==> src/rtl/pipe_pkg.sv <==
// pipe_pkg
// Shared definitions for the write-back pipeline stage register.
//   DEFAULT_*       : default widths used by the stage register parameters
//   CTRL_REG_WRITE  : index of the register-write enable inside the control bits
//   CTRL_MEM_TO_REG : index of the write-back source select inside the control bits
//   wb_payload_t    : one write-back beat at the default widths (ctrl, data, rd)
package pipe_pkg;

    localparam int DEFAULT_XLEN   = 32;
    localparam int DEFAULT_NLANES = 2;
    localparam int DEFAULT_CTRL_W = 2;
    localparam int DEFAULT_RD_W   = 5;

    localparam int CTRL_REG_WRITE  = 0;
    localparam int CTRL_MEM_TO_REG = 1;

    typedef struct packed {
        logic [DEFAULT_CTRL_W-1:0]              ctrl;
        logic [DEFAULT_NLANES*DEFAULT_XLEN-1:0] data;
        logic [DEFAULT_RD_W-1:0]                rd;
    } wb_payload_t;

endpackage

==> src/rtl/pipe_slot.sv <==
// pipe_slot
// One payload register with a valid bit. State changes on the falling clock edge.
//   clock  : pipeline clock (falling edge active)
//   reset  : synchronous active-low; clears valid and payload
//   clear  : invalidates the entry (payload kept); wins over load
//   load   : captures d and marks the entry valid
//   d      : payload to capture
//   valid  : entry holds a live beat
//   q      : stored payload
module pipe_slot #(
    parameter int W = 1
) (
    input  logic         clock,
    input  logic         reset,
    input  logic         clear,
    input  logic         load,
    input  logic [W-1:0] d,
    output logic         valid,
    output logic [W-1:0] q
);

    always_ff @(negedge clock) begin
        if (!reset) begin
            valid <= 1'b0;
            q     <= '0;
        end else if (clear) begin
            valid <= 1'b0;
        end else if (load) begin
            valid <= 1'b1;
            q     <= d;
        end
    end

endmodule

==> src/rtl/wb_stage_skid_register.sv <==
// wb_stage_skid_register
// MEM/WB stage register with a two-entry skid buffer. MAIN drives the outputs,
// SKID catches the beat accepted while the consumer stalls, so in_ready can be
// computed from registered state only.
//
// Handshake: a beat transfers on a falling edge where valid && ready are both
// high on that side; valid never waits for ready, and in_ready never looks at
// out_ready.
//
//   clock     : pipeline clock, state updates on the falling edge
//   reset     : synchronous active-low
//   flush     : drops both held entries and the current input beat
//   in_valid / in_ready / in_ctrl / in_data / in_rd : upstream beat
//   out_valid / out_ready / out_ctrl / out_data / out_rd : downstream beat
//   occupancy : number of held entries (0..2)
module wb_stage_skid_register
    import pipe_pkg::*;
#(
    parameter int XLEN    = DEFAULT_XLEN,
    parameter int NLANES  = DEFAULT_NLANES,
    parameter int CTRL_W  = DEFAULT_CTRL_W,
    parameter int RD_W    = DEFAULT_RD_W,
    parameter bit KILL_X0 = 1'b1
) (
    input  logic                   clock,
    input  logic                   reset,
    input  logic                   flush,
    input  logic                   in_valid,
    output logic                   in_ready,
    input  logic [CTRL_W-1:0]      in_ctrl,
    input  logic [NLANES*XLEN-1:0] in_data,
    input  logic [RD_W-1:0]        in_rd,
    output logic                   out_valid,
    input  logic                   out_ready,
    output logic [CTRL_W-1:0]      out_ctrl,
    output logic [NLANES*XLEN-1:0] out_data,
    output logic [RD_W-1:0]        out_rd,
    output logic [1:0]             occupancy
);

    localparam int DW = NLANES * XLEN;
    localparam int PW = CTRL_W + DW + RD_W;

    logic          main_valid, skid_valid;
    logic [PW-1:0] main_q, skid_q, main_d, in_payload;
    logic          push, pop;
    logic          main_load, main_clear, skid_load, skid_clear;

    assign in_payload = {in_ctrl, in_data, in_rd};

    // SKID being empty is the only space condition: when only MAIN is full
    // an incoming beat can always land in SKID if the consumer stalls.
    assign in_ready = reset && !flush && !skid_valid;
    assign push     = in_valid && in_ready;
    assign pop      = main_valid && out_ready;

    // MAIN refills from SKID first (it is older), otherwise from the input.
    assign main_d     = skid_valid ? skid_q : in_payload;
    assign main_load  = (skid_valid && pop) || (push && (!main_valid || pop));
    assign main_clear = flush || (pop && !skid_valid && !push);
    assign skid_load  = push && main_valid && !pop;
    assign skid_clear = flush || (skid_valid && pop);

    pipe_slot #(.W(PW)) u_main (
        .clock (clock),
        .reset (reset),
        .clear (main_clear),
        .load  (main_load),
        .d     (main_d),
        .valid (main_valid),
        .q     (main_q)
    );

    pipe_slot #(.W(PW)) u_skid (
        .clock (clock),
        .reset (reset),
        .clear (skid_clear),
        .load  (skid_load),
        .d     (in_payload),
        .valid (skid_valid),
        .q     (skid_q)
    );

    assign out_valid = main_valid;
    assign out_data  = main_q[RD_W +: DW];
    assign out_rd    = main_q[RD_W-1:0];
    assign occupancy = {1'b0, main_valid} + {1'b0, skid_valid};

    // A bubble must never write back, and neither may a write to x0.
    always_comb begin
        out_ctrl = main_valid ? main_q[PW-1 -: CTRL_W] : '0;
        if (KILL_X0 && (out_rd == '0)) begin
            out_ctrl[CTRL_REG_WRITE] = 1'b0;
        end
    end

endmodule
==> config.mk <==
export PLATFORM = sky130hd
export DESIGN_NAME = wb_stage_skid_register
export DESIGN_NICKNAME = d
export VERILOG_FILES = /design/src/rtl/pipe_pkg.sv /design/src/rtl/pipe_slot.sv /design/src/rtl/wb_stage_skid_register.sv
export SDC_FILE = /design/constraint.sdc
export NUM_CORES = 1
export LEC_CHECK = 0
export ABC_AREA = 0
export CORE_MARGIN = 4
export CORE_UTILIZATION = 30
export CTS_CLUSTER_DIAMETER = 120
export CTS_CLUSTER_SIZE = 10
export DETAILED_ROUTE_END_ITERATION = 10
export HOLD_SLACK_MARGIN = 0.08
export PLACE_DENSITY = 0.5
export SYNTH_ARGS = -nofsm -noshare
export SYNTH_HDL_FRONTEND = slang
export SYNTH_SLANG_ARGS = --single-unit
==> constraint.sdc <==
create_clock -name clock -period 2.84 [get_ports clock]
set_input_delay 0.568 -clock clock [delete_from_list [all_inputs] [get_ports clock]]
set_output_delay 0.568 -clock clock [all_outputs]
set_load 0.02 [all_outputs]
==> flow_summary.yaml <==
status:
  status: "finished, violations left"
  violations: "setup timing"
drt:
  wl_um: 21700
  ant_nets: 0
  drt_iter0_markers: 170
  drc: 0
  dr.pass1.iters: 4
  vias: 6393
  routedWlPerCell_um: 16.8
  vias_per_cell: 4.95
yosys:
  yosys_warnings: 0
  synth_cell_types: 27
  yosysSeqAreaShare_pct: 42.3
  ys_ff_latch: 144
  synthCells: 660
  avgSynthCellArea_um2: 10.3
  netlist_area_um2: 6820
  synth_nets: 737
global_route:
  grt_usage_pct: 16.8
  grt_pass1_wl_um: 35100
  grt_max_degree: 99
  antenna_found_initial: 2
  grt_pass1_vias: 7170
  overflow: 0
final_layout:
  design_area_um2: 11100
  nNetsFinal: 1076
  layout_commonest_cell: "inv_1"
  drive_gt1_share_pct: 49.6
  finalNonFillerCells: 1292
  insertedDiodeCount: 0
  mostFrequentLayoutCells: "145 x inv_1, 142 x buf_4, 86 x buf_6, 74 x dfxtp_1"
  area_growth_pct: 62.5
  final_util_pct: 50.1
clocking:
  numCtsBuffers: 17
  ctsHoldBuffers: 0
  cts_root_buffer: "clkbuf_16"
  cts.sinks: 144
  h-tree-depth: 4
  cts_tree: "yes"
  clk_latency_ns: 0.46
  cts.path.max_buffers: 2
  clkTransAtPathRegs_ns: 0.03
timing:
  drv_slew: 0
  setup_viol: 75
  finalClockSkew_ns: 0.0204
  worstMarginPinSlew_ns: 1.07
  final_hold_viol_count: 0
  grt_setup_unrepaired: "true"
  hold_ws_ns: 0.467
  finalWorstSetupSlack_ns: -0.742
  slew_headroom_pct: 28.4
critical_path:
  r2r_slack_ns: 0.18
  endpoint: "out_ctrl[0]"
  critPathMaxStageDelay_ns: 0.38
  crit_buf_inv: 1
  startpoint: "u_main.q[0]"
  cp.required_ns: 2.27
  cp-start-kind: "flip-flop"
  critPathKind: "reg -> out"
  crit_chain: "or3_4, o311a_4, buf_6"
  critPathSlowestCell: "or3_4"
  reg2reg_to: "u_main.q[13]"
  cp-end-kind: "primary output"
  worstRegToRegCells: 7
  r2r_start: "u_skid.valid"
  crit_path_max_fanout: 2
  cp.arrival_ns: 3.01
  cp_top_family: "simple AND/OR/NAND/NOR gates"
  cp.depth: 3
floorplanning:
  io_pins: 151
  start_util_pct: 30.9
  fp.coreArea_um2: 22100
  dieArea_um2: 25200
  fp.dieW_um: 159
  die_h_um: 159
  rows: 54
power:
  pwr_density_cell_nw_per_um2: 564
  p_sw_share_pct: 30.4
  switchingPower_mw: 1.90
  finalPower_mw: 6.25
  clockPowerShare_pct: 52.8
  p_comb_share_pct: 12.9
  internal_power_mw: 4.35
  pwr-share-seq_pct: 34.3
  peakVddDrop_v: 0.000368
  leakage_nw: 4.75
placement:
  gp_congestion: 0.728
  place_area_um2: 9310
  io_buffer_count: 150
  hpwl_um: 13200
  placed_cells: 1090
min_path:
  hp-class: "reg -> reg"
job:
  drv_cap: 0
## synth_stat cells
library cell  instances  share of area [%]
nor4bb_1              1               0.15
nor2b_1               1              0.092
a21boi_1             71                7.8
o311a_1               1               0.15
and2_1                1              0.092
ha_1                  1               0.18
mux2_2               71                 12
buf_2                16                1.2
a21oi_1               2               0.15
nor2_1                1              0.055
buf_6                16                2.6
buf_4                69                7.6
clkbuf_1             38                2.1
a211oi_1              1               0.11
or3_1                 1              0.092
nand3b_4              1               0.29
o221a_1              71                 12
a211o_1               1               0.13
inv_1                 2               0.11
a211oi_4              1               0.29
nand4bb_1             1               0.17
nand2_1               1              0.055
nand2b_1              3               0.28
buf_1                 1              0.055
dfxtp_1             144                 42
o21ai_0              72                5.3
nand3_1              71                5.2
## per-stage QoR
stage / TNS [ns] / setup WS, ns
finish: -5.44 / -0.742
global route: -8.58 / -0.777
CTS: -6.91 / -0.772
detailed placement: -117.16 / -0.838
global placement: -109.99 / -0.762
floorplan: -18.31 / -0.173
## cells by family after synthesis
family,after synthesis,synth area share [%]
AOI/OAI and AO/OA,220,25.7
DFF,144,42.3
buffers and inverters,142,13.7
and+or+nand+nor,82,6.48
muxes,71,11.7
adders and majority gates,1,0.183
## power by group through the flow
stage / logic (mW) / clock network, mW / registers [mW]
floorplan: 0.400 / 0.309 / 2.15
global placement: 0.738 / 0.308 / 2.15
detailed placement: 0.746 / 0.308 / 2.15
CTS: 0.804 / 3.43 / 2.15
global route: 0.855 / 3.68 / 2.15
finish: 0.807 / 3.30 / 2.14
## state kept, by name, indices dropped and copies added, names as in the netlist
register	cells
u_main.q	71
u_main.valid	1
u_skid.q	71
u_skid.valid	1
## per-layer routing
layer  up-vias  GRT usage, %  wire length, µm
met3        21          7.23             1210
met1      3126          18.8             9670
met5         -             0               22
met2       163          28.3            10700
met4         4          6.67              138
li1       3079             -                -
## final cells by class
| cell class | count | area [µm²] |
|---|---|---|
| Tap cell | 280 | 350 |
| Timing Repair Buffer | 317 | 3100 |
| Clock buffer | 17 | 425 |
| Sequential cell | 144 | 2980 |
| Multi-Input combinational cell | 374 | 3450 |
| Fill cell | 2005 | 11000 |
| Clock inverter | 159 | 767 |
| Inverter | 1 | 3.75 |
## how the worst min path moves through the flow
stage                         endpoint    startpoint  cells after the start
after floorplan            u_skid.q[0]   u_skid.q[0]                      2
after global placement    u_skid.q[23]  u_skid.q[23]                      2
after detailed placement  u_skid.q[12]  u_skid.q[12]                      2
after CTS                 u_skid.q[48]  u_skid.q[48]                      2
after global routing      u_skid.q[48]  u_skid.q[48]                      2
final                     u_skid.q[27]  u_skid.q[27]                      2
## worst reg2reg max path: stages, from the launching register on
cell and delay [ns]:
dfxtp_4 0.37, buf_6 0.11, buf_4 0.09, buf_4 0.82, nand2_1 0.27, a211o_2 0.43
buf_6 0.20, o221a_1 0.25
## what timing repair did
| item | in CTS | in global routing |
|---|---|---|
| endpoints found under the setup margin | 217 | 104 |
| pin swaps | 5 | 2 |
| cloned | 4 | 0 |
| gates resized for setup | 534 | 26 |
| setup buffers | 19 | 8 |
(Power assumes the default switching activity.)
